$ cat config.mk
export PLATFORM = sky130hd
export DESIGN_NAME = mem_port_arbiter_flat
export DESIGN_NICKNAME = d
export VERILOG_FILES = /design/src/rtl/mem_arb_pkg.sv /design/src/rtl/mem_port_arbiter_if.sv /design/src/rtl/arb_starve_ctr.sv /design/src/rtl/mem_port_arbiter.sv /design/src/flat_wrapper.sv
export SDC_FILE = /design/constraint.sdc
export NUM_CORES = 1
export LEC_CHECK = 0
export ABC_AREA = 1
export ABC_CLOCK_PERIOD_IN_PS = 1600
export CAP_MARGIN = 20
export CELL_PAD_IN_SITES_DETAIL_PLACEMENT = 2
export CELL_PAD_IN_SITES_GLOBAL_PLACEMENT = 2
export CORE_MARGIN = 4
export CORE_UTILIZATION = 21
export DETAILED_ROUTE_END_ITERATION = 6
export GPL_TIMING_DRIVEN = 0
export PLACE_DENSITY_LB_ADDON = 0.1
export REMOVE_ABC_BUFFERS = 1
export SLEW_MARGIN = 5
export SYNTH_ARGS = -nofsm -noshare
export SYNTH_HDL_FRONTEND = slang
export SYNTH_SLANG_ARGS = --single-unit
$ cat constraint.sdc
create_clock -name clk -period 1.6 [get_ports clk]
set_input_delay 0.16 -clock clk [delete_from_list [all_inputs] [get_ports clk]]
set_output_delay 0.16 -clock clk [all_outputs]
set_load 0.05 [all_outputs]
$ cat src/rtl/mem_arb_pkg.sv
// Shared encodings for the unified-memory port arbiter.
package mem_arb_pkg;

    typedef enum logic [1:0] {
        ST_IDLE    = 2'd0,
        ST_BUSY_IF = 2'd1,
        ST_BUSY_DM = 2'd2,
        ST_RESP    = 2'd3
    } state_t;

    localparam logic       REQ_IF  = 1'b0;
    localparam logic       REQ_DM  = 1'b1;
    localparam logic [2:0] F3_WORD = 3'b010;

endpackage

$ cat src/rtl/mem_port_arbiter_if.sv
// Request/response bus between the arbiter (master) and the memory model (slave).
interface mem_port_arbiter_if #(
    parameter int AW = 32,
    parameter int DW = 32
);
    logic          mem_req;
    logic          mem_we;
    logic [AW-1:0] mem_addr;
    logic [DW-1:0] mem_wdata;
    logic [2:0]    mem_funct3;
    logic [DW-1:0] mem_rdata;
    logic          mem_ready;

    modport master (
        output mem_req, mem_we, mem_addr, mem_wdata, mem_funct3,
        input  mem_rdata, mem_ready
    );

    modport slave (
        input  mem_req, mem_we, mem_addr, mem_wdata, mem_funct3,
        output mem_rdata, mem_ready
    );
endinterface

$ cat src/rtl/arb_starve_ctr.sv
// Saturating counter of DM grants won while a fetch waits; clear beats increment.
module arb_starve_ctr
    import mem_arb_pkg::*;
#(
    parameter int W   = 4,
    parameter int MAX = 4
) (
    input  logic clk,
    input  logic reset,
    input  logic inc_i,
    input  logic clr_i,
    output logic sat_o
);
    localparam logic [W-1:0] MAX_V = W'(MAX);

    logic [W-1:0] cnt_q, cnt_d;

    always_comb begin
        cnt_d = cnt_q;
        if (clr_i)
            cnt_d = '0;
        else if (inc_i && cnt_q != MAX_V)
            cnt_d = cnt_q + 1'b1;
    end

    always_ff @(posedge clk) begin
        if (reset) cnt_q <= '0;
        else       cnt_q <= cnt_d;
    end

    assign sat_o = (cnt_q == MAX_V);
endmodule

$ cat src/rtl/mem_port_arbiter.sv
// Shares one single-ported memory between instruction fetch and MEM-stage data access.
module mem_port_arbiter
    import mem_arb_pkg::*;
#(
    parameter int AW          = 32,
    parameter int DW          = 32,
    parameter int MAX_IF_WAIT = 4
) (
    input  logic          clk,
    input  logic          reset,
    input  logic          if_req,
    input  logic [AW-1:0] if_addr,
    output logic [DW-1:0] if_rdata,
    output logic          if_valid,
    output logic          stall_if,
    input  logic          dm_req,
    input  logic          dm_we,
    input  logic [AW-1:0] dm_addr,
    input  logic [DW-1:0] dm_wdata,
    input  logic [2:0]    dm_funct3,
    output logic [DW-1:0] dm_rdata,
    output logic          dm_valid,
    output logic          stall_dm,
    mem_port_arbiter_if.master mem
);
    state_t        state_q, state_d;
    logic          grant_if, grant_dm, gnt_id, wait_sat;
    logic          mem_req_q, mem_we_q;
    logic [AW-1:0] mem_addr_q;
    logic [DW-1:0] mem_wdata_q;
    logic [2:0]    mem_funct3_q;
    logic [DW-1:0] if_rdata_q, dm_rdata_q;
    logic          if_valid_q, dm_valid_q;

    // DM has priority unless the fetch has already lost MAX_IF_WAIT arbitrations in a row.
    always_comb begin
        grant_if = 1'b0;
        grant_dm = 1'b0;
        if (state_q == ST_IDLE) begin
            if (if_req && (!dm_req || wait_sat)) grant_if = 1'b1;
            else if (dm_req)                     grant_dm = 1'b1;
        end
        gnt_id = grant_dm ? REQ_DM : REQ_IF;
    end

    always_comb begin
        state_d = state_q;
        case (state_q)
            ST_IDLE:    if (grant_if)      state_d = ST_BUSY_IF;
                        else if (grant_dm) state_d = ST_BUSY_DM;
            ST_BUSY_IF,
            ST_BUSY_DM: if (mem.mem_ready) state_d = ST_RESP;
            ST_RESP:    state_d = ST_IDLE;
            default:    state_d = ST_IDLE;
        endcase
    end

    always_ff @(posedge clk) begin
        if (reset) state_q <= ST_IDLE;
        else       state_q <= state_d;
    end

    arb_starve_ctr #(.W(4), .MAX(MAX_IF_WAIT)) u_starve (
        .clk   (clk),
        .reset (reset),
        .inc_i (grant_dm & if_req),
        .clr_i (grant_if | ~if_req),
        .sat_o (wait_sat)
    );

    always_ff @(posedge clk) begin
        if (reset) begin
            mem_req_q    <= 1'b0;
            mem_we_q     <= 1'b0;
            mem_addr_q   <= '0;
            mem_wdata_q  <= '0;
            mem_funct3_q <= '0;
            if_rdata_q   <= '0;
            dm_rdata_q   <= '0;
            if_valid_q   <= 1'b0;
            dm_valid_q   <= 1'b0;
        end else begin
            if_valid_q <= 1'b0;
            dm_valid_q <= 1'b0;
            if (grant_if || grant_dm) begin
                mem_req_q    <= 1'b1;
                mem_we_q     <= (gnt_id == REQ_DM) && dm_we;
                mem_addr_q   <= (gnt_id == REQ_DM) ? dm_addr : if_addr;
                mem_wdata_q  <= (gnt_id == REQ_DM) ? dm_wdata : '0;
                mem_funct3_q <= (gnt_id == REQ_DM) ? dm_funct3 : F3_WORD;
            end
            // Valid regs are set on completion so they are high exactly during RESP.
            if (state_q == ST_BUSY_IF && mem.mem_ready) begin
                mem_req_q  <= 1'b0;
                if_rdata_q <= mem.mem_rdata;
                if_valid_q <= 1'b1;
            end
            if (state_q == ST_BUSY_DM && mem.mem_ready) begin
                mem_req_q  <= 1'b0;
                if (!mem_we_q) dm_rdata_q <= mem.mem_rdata;
                dm_valid_q <= 1'b1;
            end
        end
    end

    assign mem.mem_req    = mem_req_q;
    assign mem.mem_we     = mem_we_q;
    assign mem.mem_addr   = mem_addr_q;
    assign mem.mem_wdata  = mem_wdata_q;
    assign mem.mem_funct3 = mem_funct3_q;

    assign if_rdata = if_rdata_q;
    assign if_valid = if_valid_q;
    assign dm_rdata = dm_rdata_q;
    assign dm_valid = dm_valid_q;
    assign stall_if = if_req & ~if_valid_q;
    assign stall_dm = dm_req & ~dm_valid_q;
endmodule

$ cat src/flat_wrapper.sv
// flat-port wrapper written by rule: the top's interface ports become plain ports
module mem_port_arbiter_flat import mem_arb_pkg::*;
#(
    parameter int AW          = 32,
    parameter int DW          = 32,
    parameter int MAX_IF_WAIT = 4
)
  (clk, reset, if_req, if_addr, if_rdata, if_valid, stall_if, dm_req, dm_we, dm_addr, dm_wdata, dm_funct3, dm_rdata, dm_valid, stall_dm, mem_mem_req, mem_mem_we, mem_mem_addr, mem_mem_wdata, mem_mem_funct3, mem_mem_rdata, mem_mem_ready);
  mem_port_arbiter_if #(.AW(AW), .DW(DW)) mem_i ();
  input  logic clk;
  input  logic reset;
  input  logic if_req;
  input  logic [AW-1:0] if_addr;
  output logic [DW-1:0] if_rdata;
  output logic if_valid;
  output logic stall_if;
  input  logic dm_req;
  input  logic dm_we;
  input  logic [AW-1:0] dm_addr;
  input  logic [DW-1:0] dm_wdata;
  input  logic [2:0] dm_funct3;
  output logic [DW-1:0] dm_rdata;
  output logic dm_valid;
  output logic stall_dm;
  output wire logic [$bits(mem_i.mem_req)-1:0] mem_mem_req;
  output wire logic [$bits(mem_i.mem_we)-1:0] mem_mem_we;
  output wire logic [$bits(mem_i.mem_addr)-1:0] mem_mem_addr;
  output wire logic [$bits(mem_i.mem_wdata)-1:0] mem_mem_wdata;
  output wire logic [$bits(mem_i.mem_funct3)-1:0] mem_mem_funct3;
  input wire logic [$bits(mem_i.mem_rdata)-1:0] mem_mem_rdata;
  input wire logic [$bits(mem_i.mem_ready)-1:0] mem_mem_ready;
  assign mem_mem_req = mem_i.mem_req;
  assign mem_mem_we = mem_i.mem_we;
  assign mem_mem_addr = mem_i.mem_addr;
  assign mem_mem_wdata = mem_i.mem_wdata;
  assign mem_mem_funct3 = mem_i.mem_funct3;
  assign mem_i.mem_rdata = mem_mem_rdata;
  assign mem_i.mem_ready = mem_mem_ready;
  mem_port_arbiter #(.AW(AW), .DW(DW), .MAX_IF_WAIT(MAX_IF_WAIT)) u_core (.clk(clk), .reset(reset), .if_req(if_req), .if_addr(if_addr), .if_rdata(if_rdata), .if_valid(if_valid), .stall_if(stall_if), .dm_req(dm_req), .dm_we(dm_we), .dm_addr(dm_addr), .dm_wdata(dm_wdata), .dm_funct3(dm_funct3), .dm_rdata(dm_rdata), .dm_valid(dm_valid), .stall_dm(stall_dm), .mem(mem_i));
endmodule
==> summary.txt, run 1 <==
Status -> complete, no violations
Drt total wl -> 25300 um
Final worst-path cycle share -> 96.3%
Die Ht -> 171 um
Number of I/O port buffers -> 273
Post-Syn Area -> 5560 um2
Synth Flop Type -> dfxtp_1
Combinational Power Share -> 45.2%
Worst Path Max Fanout -> 17
Gpl congestion -> 0.675
Rel. slew slack -> 46.2%
Mapped Avg Cell Area -> 7.70 um2
Core area -> 26100 um2
Post-synth ARST share -> 0%
Crit start category -> flop
Num CTS Buffers -> 17
Drt initial violations -> 188
EDFF count, synth -> 0
CTS clk-pin slew, worst paths -> 80 ps
NetSw -> 7.02 mW
Setup Skew -> 16.2 ps
Worst hold path type -> in -> reg
Share of cells above drive strength 1 -> 11.4%
PwrDens -> 1630 nW/um2
Critical Path AT -> 1910 ps
FP Rows -> 59
Largest net degree at the start of global routing -> 69
WL/cell -> 18.9 um
Max Slew Vio Count -> 0
Worst EP required -> 1970 ps
Fin worst setup slack -> 59.8 ps
Total number of yosys warnings -> 0
Final setup viols -> 0
CTS tree -> done
Worst Setup End Kind -> flop
Cell variety after synth -> 23
Most common cell after layout, fill and taps aside -> nand2_1
First-pass detailed-route iteration total -> 4
Flop pwr share -> 29.4%
Ports -> 274
Slew of the pin with the lowest slew margin -> 804 ps
Seq. cell area -> 2830 um2
Multi-input logic area -> 2400 um2
Internal Pwr Total -> 8.39 mW
# DRC -> 0
P&R area growth vs syn -> 70.4%
H-Tree Depth -> 4
Seq/Total Area, Yosys -> 50.8%
FMAX -> 649 MHz
Placed cell count -> 1287
Die X -> 171 um
CTS Buffer Depth -> 2
Via Count -> 5976
Layout Cells excl Fill -> 1340
DRT antenna net count -> 0
Initial Util -> 21.3%
Vias in the first global route -> 6225
Setup CP Type -> reg -> reg
RSZ-0062 raised after global routing -> true
Fill count -> 2973
First-pass GRT wire length -> 37300 um
GRT Total Usage -> 16.5%
Clock share of power -> 25.4%
GRT overflow -> 0
Clk sinks -> 141
Peak VDD IR -> 0.566 mV
Die area -> 29100 um2
Most frequent cells in the layout -> nand2_1 (148), dfxtp_1 (136), dlygate4sd2_1 (134)
Worst Setup Slack post-DPL -> -1100 ps
Hold Fails Final Rpt -> 0
Max Cap Viol -> 0
Final #Nets -> 1134
Tmin final -> 1540 ps
Cells after Synth -> 722
Switching Fraction -> 45.6%
Setup TNS -> 0 ps
Initial antenna violation count -> 1
DP HPWL -> 15700 um
Leakage -> 4.51 nW
CTS root buf -> clkbuf_16
Vias/cell -> 4.46
FF+latch count, synth -> 141
Worst-Skew Late Latency -> 430 ps
## registers in the layout, summed over array words and instances, names as in the netlist
| register | flops |
|---|---|
| u_core.u_starve.cnt_q | 4 |
| u_core.dm_valid | 1 |
| u_core.mem.mem_addr | 32 |
| u_core.dm_rdata | 32 |
| u_core.mem.mem_wdata | 32 |
| u_core.state_q | 2 |
| u_core.mem.mem_req | 1 |
| u_core.mem.mem_funct3 | 3 |
| u_core.if_rdata | 32 |
| u_core.mem.mem_we | 1 |
| u_core.if_valid | 1 |
## power by group through the flow
stage | logic, mW | clock network, mW | registers [mW]
floorplan | 1.79 | 0 | 6.83
global placement | 6.51 | 0 | 4.59
detailed placement | 6.77 | 0 | 4.61
CTS | 6.84 | 4.07 | 4.53
global route | 7.51 | 4.24 | 4.63
finish | 6.96 | 3.92 | 4.54
## final timing paths
kind | startpoint | endpoint | slack [ps] | cells past startpoint
setup / recovery | u_core.u_starve.cnt_q[3]$_SDFFE_PP0P_ | u_core.mem.mem_addr[1]$_SDFFE_PP0P_ | 60 | 7
hold reg to reg | u_core.mem.mem_req$_SDFFE_PP0P_ | u_core.mem.mem_req$_SDFFE_PP0P_ | 460 | 2
setup reg to reg | u_core.u_starve.cnt_q[3]$_SDFFE_PP0P_ | u_core.mem.mem_addr[1]$_SDFFE_PP0P_ | 60 | 7
hold / removal | reset | u_core.mem.mem_wdata[22]$_SDFFE_PP0P_ | 20 | 2
## layer usage
metal  up-vias  share of wire, %  GRT usage (%)
met5         -             0.040              0
met4         2               1.4           4.79
met3        24               8.8           6.17
met2       177                47           27.3
met1      2873                43           20.2
li1       2900                 -              -
## final cells by class
cell class / instances / area share [%]
timing repair buffer: 291 / 30.2
sequential: 141 / 29.9
multi-input combinational: 460 / 25.3
clock buffer: 17 / 4.49
tap: 335 / 4.42
inverter: 77 / 3.71
clock inverter: 15 / 1.57
timing repair inverter: 3 / 0.357
antenna: 1 / 0.0264
## timing repair
action                     4_1_cts  5_1_grt
setup endpoints to repair      277      117
pin swaps                        4        4
resized for setup              185       20
setup buffers                    7        4
hold buffers                     0        0
gates cloned                     6        3
## synthesized netlist by cell type, types with 5 or more instances
| cell type | count | area [um2] |
|---|---|---|
| dfxtp_1 | 141 | 2820 |
| ha_1 | 6 | 75.1 |
| inv_1 | 71 | 267 |
| nand3_1 | 135 | 676 |
| buf_4 | 6 | 45.0 |
| nand2_1 | 151 | 567 |
| o21ai_0 | 60 | 300 |
| clkbuf_1 | 18 | 67.6 |
| nand2_2 | 13 | 81.3 |
| a21oi_2 | 10 | 87.6 |
| nor2_1 | 13 | 48.8 |
| inv_2 | 5 | 18.8 |
| a21oi_1 | 61 | 305 |
| buf_2 | 19 | 95.1 |
## logic make-up after synthesis
logic type	after synthesis	share of synthesized area, %
AOI/OAI and AO/OA	133	12.8
xor gates and xnor gates	2	0.315
adders and majority gates	6	1.35
buffers and inverters	125	9.59
DFF	141	50.8
and+or+nand+nor	315	25.2
## metrics by stage
stage / utilization (%) / hold slack, ps / power (mW) / area (um2)
after floorplan: - / 222 / 8.61 / 5320
after global placement: 32.5 / 441 / 11.1 / 8470
after detailed placement: 33.0 / 454 / 11.4 / 8600
after CTS: 35.8 / 4.15 / 15.4 / 9340
after global routing: 36.3 / 16.0 / 16.4 / 9470
final: 36.4 / 17.3 / 15.4 / 9470
## worst max-delay path: stages, from the launching register on
cell	delay, ps
dfxtp_1	310
inv_1	300
nand3_4	230
nand2_4	280
nand3_1	130
nand3_1	100
nand2_1	60
inv_1	70
Power figures use the tool's default switching activity.
==> run 2, diff against run 1 <==
--- a/config.mk
+++ b/config.mk
@@ -12,6 +12,7 @@
 export CELL_PAD_IN_SITES_GLOBAL_PLACEMENT = 2
 export CORE_MARGIN = 4
 export CORE_UTILIZATION = 21
+export CTS_CLUSTER_DIAMETER = 50
 export DETAILED_ROUTE_END_ITERATION = 6
 export GPL_TIMING_DRIVEN = 0
 export PLACE_DENSITY_LB_ADDON = 0.1
==> results of run 2 <==
The final DEF is identical to that of run 1; final timing and power are the same.
